`src/rtl/mem_arbiter.sv`:
```
// Two-requester arbiter in front of a single-port synchronous RAM, with lock support for read-modify-write.
// Define MEM_ARBITER_ROUND_ROBIN_EN for round-robin conflict resolution; the default build uses fixed priority to A.
module mem_arbiter #(
  parameter int ADDR_W = 16,
  parameter int DATA_W = 8
) (
  input  logic              clk,
  input  logic              rst_n,
  input  logic              a_req,
  input  logic              a_lock,
  input  logic              a_we,
  input  logic [ADDR_W-1:0] a_addr,
  input  logic [DATA_W-1:0] a_wdata,
  output logic              a_gnt,
  output logic              a_rvalid,
  output logic [DATA_W-1:0] a_rdata,
  input  logic              b_req,
  input  logic              b_lock,
  input  logic              b_we,
  input  logic [ADDR_W-1:0] b_addr,
  input  logic [DATA_W-1:0] b_wdata,
  output logic              b_gnt,
  output logic              b_rvalid,
  output logic [DATA_W-1:0] b_rdata,
  output logic [ADDR_W-1:0] mem_addr,
  output logic              mem_we,
  output logic [DATA_W-1:0] mem_wdata,
  input  logic [DATA_W-1:0] mem_rdata
);

  localparam logic [1:0] IDLE  = 2'd0;
  localparam logic [1:0] OWN_A = 2'd1;
  localparam logic [1:0] OWN_B = 2'd2;

  logic [1:0]        state_q, state_d;
  logic              last_b_q, last_b_d;
  logic [ADDR_W-1:0] mem_addr_q, mem_addr_d;
  logic              mem_we_q, mem_we_d;
  logic [DATA_W-1:0] mem_wdata_q, mem_wdata_d;
  logic              rd_a_q, rd_a_d, rd_b_q, rd_b_d;
  logic              a_rvalid_q, a_rvalid_d, b_rvalid_q, b_rvalid_d;
  logic [DATA_W-1:0] a_rdata_q, a_rdata_d, b_rdata_q, b_rdata_d;

  logic prefer_a;
  logic a_gnt_c, b_gnt_c;
  logic a_acc, b_acc;

  always_comb begin
`ifdef MEM_ARBITER_ROUND_ROBIN_EN
    prefer_a = last_b_q;
`else
    // The pointer is tracked in both builds; fixed priority simply ignores it.
    prefer_a = last_b_q | 1'b1;
`endif
  end

  // NOTE: every output of a combinational block gets a default first so no latch is inferred.
  always_comb begin
    a_gnt_c = 1'b0;
    b_gnt_c = 1'b0;
    case (state_q)
      IDLE: begin
        if (a_req && b_req) begin
          a_gnt_c = prefer_a;
          b_gnt_c = !prefer_a;
        end else begin
          a_gnt_c = a_req;
          b_gnt_c = b_req;
        end
      end
      OWN_A:   a_gnt_c = a_req;
      OWN_B:   b_gnt_c = b_req;
      default: ;
    endcase
  end

  // Grants are combinational, so they are masked directly while reset is held.
  assign a_gnt = a_gnt_c & rst_n;
  assign b_gnt = b_gnt_c & rst_n;
  assign a_acc = a_req & a_gnt;
  assign b_acc = b_req & b_gnt;

  always_comb begin
    state_d     = state_q;
    last_b_d    = last_b_q;
    mem_addr_d  = mem_addr_q;
    mem_wdata_d = mem_wdata_q;
    mem_we_d    = 1'b0;
    rd_a_d      = 1'b0;
    rd_b_d      = 1'b0;
    if (a_acc) begin
      state_d     = a_lock ? OWN_A : IDLE;
      last_b_d    = 1'b0;
      mem_addr_d  = a_addr;
      mem_wdata_d = a_wdata;
      mem_we_d    = a_we;
      rd_a_d      = !a_we;
    end else if (b_acc) begin
      state_d     = b_lock ? OWN_B : IDLE;
      last_b_d    = 1'b1;
      mem_addr_d  = b_addr;
      mem_wdata_d = b_wdata;
      mem_we_d    = b_we;
      rd_b_d      = !b_we;
    end else if (state_q != OWN_A && state_q != OWN_B) begin
      state_d = IDLE;
    end
  end

  // RAM data for a read issued at the previous edge is valid now; capture it at this edge.
  always_comb begin
    a_rvalid_d = rd_a_q;
    b_rvalid_d = rd_b_q;
    a_rdata_d  = rd_a_q ? mem_rdata : a_rdata_q;
    b_rdata_d  = rd_b_q ? mem_rdata : b_rdata_q;
  end

  // NOTE: state flops use non-blocking assignments so every flop samples pre-edge values.
  always_ff @(posedge clk or negedge rst_n) begin
    if (!rst_n) begin
      state_q     <= IDLE;
      last_b_q    <= 1'b1;
      mem_addr_q  <= '0;
      mem_we_q    <= 1'b0;
      mem_wdata_q <= '0;
      rd_a_q      <= 1'b0;
      rd_b_q      <= 1'b0;
      a_rvalid_q  <= 1'b0;
      b_rvalid_q  <= 1'b0;
      a_rdata_q   <= '0;
      b_rdata_q   <= '0;
    end else begin
      state_q     <= state_d;
      last_b_q    <= last_b_d;
      mem_addr_q  <= mem_addr_d;
      mem_we_q    <= mem_we_d;
      mem_wdata_q <= mem_wdata_d;
      rd_a_q      <= rd_a_d;
      rd_b_q      <= rd_b_d;
      a_rvalid_q  <= a_rvalid_d;
      b_rvalid_q  <= b_rvalid_d;
      a_rdata_q   <= a_rdata_d;
      b_rdata_q   <= b_rdata_d;
    end
  end

  assign mem_addr  = mem_addr_q;
  assign mem_we    = mem_we_q;
  assign mem_wdata = mem_wdata_q;
  assign a_rvalid  = a_rvalid_q;
  assign b_rvalid  = b_rvalid_q;
  assign a_rdata   = a_rdata_q;
  assign b_rdata   = b_rdata_q;

endmodule

```
`config.mk`:
```
export PLATFORM = sky130hd
export DESIGN_NAME = mem_arbiter
export DESIGN_NICKNAME = d
export VERILOG_FILES = /design/src/rtl/mem_arbiter.sv
export SDC_FILE = /design/constraint.sdc
export NUM_CORES = 1
export LEC_CHECK = 0
export BUFFER_PORTS_ARGS = -buffer_cell sky130_fd_sc_hd__buf_2
export CAP_MARGIN = 20
export CORE_AREA = 3 3 76 78
export DETAILED_ROUTE_END_ITERATION = 10
export DIE_AREA = 0 0 79 81
export GPL_ROUTABILITY_DRIVEN = 0
export PLACE_DENSITY = 0.84
export REMOVE_ABC_BUFFERS = 1
export SETUP_SLACK_MARGIN = 0.05
export SYNTH_ARGS = -nofsm -noshare
export SYNTH_HDL_FRONTEND = slang
export SYNTH_SLANG_ARGS = --single-unit
```
`constraint.sdc`:
```
create_clock -name clk -period 4.7 [get_ports clk]
set_clock_uncertainty 0.2 [all_clocks]
set_input_delay 0 -clock clk [delete_from_list [all_inputs] [get_ports clk]]
set_output_delay 0 -clock clk [all_outputs]
set_load 0.005 [all_outputs]
```
==> impl_metrics.toml <==
[timing]
rsz0062_at_grt = "no"
maxSlewViolCount = 0
maxSlewHeadroom = 0.309
fin_setup_tns_ns = 0
hold_viol_final = 0
post-route-period-util = 0.681
worst_pin_slew_ns = 1.03
period_needed_ns = 3.20
final-setup-viol-count = 0
max_freq_mhz = 312
whs_ns = 0.215

[grt]
grt_pass1_wl_um = 14100
grtUsageTotal = 0.278
grt_max_degree = 74
grt_overflow = 0
grt_pass1_vias = 2924
antenna_found_initial = 0

[detailed_routing]
routedWlPerCell_um = 18.3
drtAntennaViolNets = 0
wirelength_um = 8820
dr.first_iter.drc_count = 239
drc = 0
vias = 2953
viasPerCell = 6.11
dr.pass1.iters = 4

[cells_and_area]
fin_area_um2 = 3980
area_growth_pct = 45.3
drive_above_1_share = 0.378
fin_nets = 480
final_util = 0.774
insertedDiodeCount = 0

[clocking]
numClockSinks = 47
cts_resized = 0
numCtsBuffers = 5
cts_buffer_depth = 2
clkSlewWorstSetupHoldPaths_ns = 0.09
post_cts_buffers = 0
cts_hold_buffers = 61
htreeDepth = 2
cts_root_buf = "clkbuf_8"
clock_latency_ns = 0.30
tritoncts = "built"

[pwr]
ir_drop_v = 0.000205
p_per_area_nw_per_um2 = 348
leakage_uw = 0.00167

[synthesis]
synth_most_common_cell = "nand3_1"
synth_top_area_share = 0.430
ys_ff_latch = 47
ys_top_cells_by_area = "dfrtp_1 (43%), a41oi_2 (11%), nand3_1 (8.8%)"
ys_warn_count = 0
syn_inst = 262
yosysTopAreaCell = "dfrtp_1"
ys_top_cells_by_count = "nand3_1 (48), dfrtp_1 (47), a21oi_1 (25), nor3_1 (25), and4_1 (24)"
synth_cell_types = 28
synthArstFlopShare = 1.00
seq_area_frac_synth = 0.430
avgSynthCellArea_um2 = 10.4
synth_area_um2 = 2740
yosys_most_used_dff = "dfrtp_1"
synth_edf_count = 0

[worst_setup_path]
cp.required_ns = 4.68
worstSetupStartpointType = "flop"
crit_type = "flop to flop"
cp-end-kind = "flop"
arrival_ns = 3.19
crit_fanout = 26

[floorplan]
core_area_um2 = 5140
io-pin-count = 109
fp.dieArea_um2 = 6400
die_h_um = 81
initial_core_util = 0.533
die_x_um = 79
row_count = 26

[place]
io_buffer_count = 108
placed_area_um2 = 3240
hpwl_um = 5080

[run_status]
status = "completed"

[job]
maxCapViolCount = 0

[min_path]
min_path_type = "primary input to flop"
## worst max-delay path, stage by stage, from the launching register on
cell           delay (ns)
dfrtp_1              0.41
inv_1                0.11
ha_1                 0.73
inv_1                0.63
nand3_1              0.27
a41oi_2              0.14
dlygate4sd3_1        0.59
## cells by family (layout without fill, tap and decap cells)
group | after synthesis | after routing | synth area share
AND/OR/NAND/NOR | 105 | 105 | 0.228
AO/OA/AOI/OAI | 55 | 55 | 0.191
flip-flops | 47 | 47 | 0.430
buffers and inverters | 34 | 185 | 0.0640
multiplexers | 17 | 17 | 0.0695
adder cells (fa/ha/maj) | 4 | 4 | 0.0183
## per-layer routing
| layer | vias to the layer above | share of wire | track usage |
|---|---|---|---|
| met2 | 177 | 0.52 | 0.501 |
| met5 | - | 0 | 0 |
| met4 | 0 | 0.023 | 0.0997 |
| met3 | 22 | 0.078 | 0.0410 |
| li1 | 1310 | - | - |
| met1 | 1444 | 0.38 | 0.338 |
## final timing paths
kind,cells after the start,from,end,slack (ns)
max,6,state_q[0],mem_addr[0],1.50
min reg2reg,1,b_rdata[4],b_rdata[4],0.31
min in group asynchronous,3,rst_n,b_rdata[5],0.29
max in group asynchronous,3,rst_n,mem_addr[0],3.52
min,3,a_we,a_rvalid_d,0.21
max reg2reg,6,state_q[0],mem_addr[0],1.50
## per-stage QoR
| step | power [µW] | instances | worst slack [ns] |
|---|---|---|---|
| after global placement | 923 | 414 | 2.25 |
| final | 1380 | 483 | 1.50 |
| after floorplan | 754 | 233 | 1.48 |
| after CTS | 1370 | 483 | 1.47 |
| after detailed placement | 942 | 414 | 2.15 |
| after global routing | 1450 | 483 | 1.25 |
## placed cells by master, fill, tap and decap left out
cell type / Yosys / final
a21oi_1: 25 / 24
a21oi_2: 0 / 1
a41o_1: 1 / 1
a41oi_1: 5 / 5
a41oi_2: 19 / 19
and2_1: 1 / 1
and3b_1: 1 / 1
and4_1: 24 / 24
buf_2: 11 / 108
buf_4: 3 / 3
bufinv_16: 0 / 2
clkbuf_1: 12 / 1
clkbuf_8: 0 / 5
dfrtp_1: 47 / 47
dlygate4sd3_1: 0 / 61
ha_1: 4 / 4
inv_1: 4 / 4
inv_2: 1 / 1
mux2_2: 16 / 16
mux2i_1: 1 / 1
nand2_1: 2 / 2
nand3_1: 48 / 48
nand3b_1: 1 / 1
nor2_1: 1 / 1
nor3_1: 25 / 25
nor3b_1: 1 / 1
o211ai_1: 1 / 1
o21ai_0: 2 / 2
o21ai_2: 1 / 1
o2bb2ai_1: 1 / 1
or2_1: 1 / 1
## where the power goes
part,switching [µW],internal (µW),total [µW]
Clock,141,213,353
Combinational,213,262,475
Sequential,62.9,493,556
## flip-flops by register name (all words and copies together), names as in the netlist
| name | flops |
|---|---|
| b_rvalid_d | 1 |
| state_q | 2 |
| b_rvalid | 1 |
| a_rdata | 8 |
| mem_wdata | 8 |
| a_rvalid | 1 |
| b_rdata | 8 |
| mem_addr | 16 |
| mem_we | 1 |
| a_rvalid_d | 1 |
## layout make-up
type	instances	area, µm²
Timing Repair Buffer	172	1170
Inverter	5	18.8
Fill cell	356	1160
Tap cell	70	87.6
Clock buffer	6	72.6
Sequential cell	47	1180
Multi-Input combinational cell	181	1390
Clock inverter	2	60.1
No activity file was read; power rests on OpenSTA's default activity.
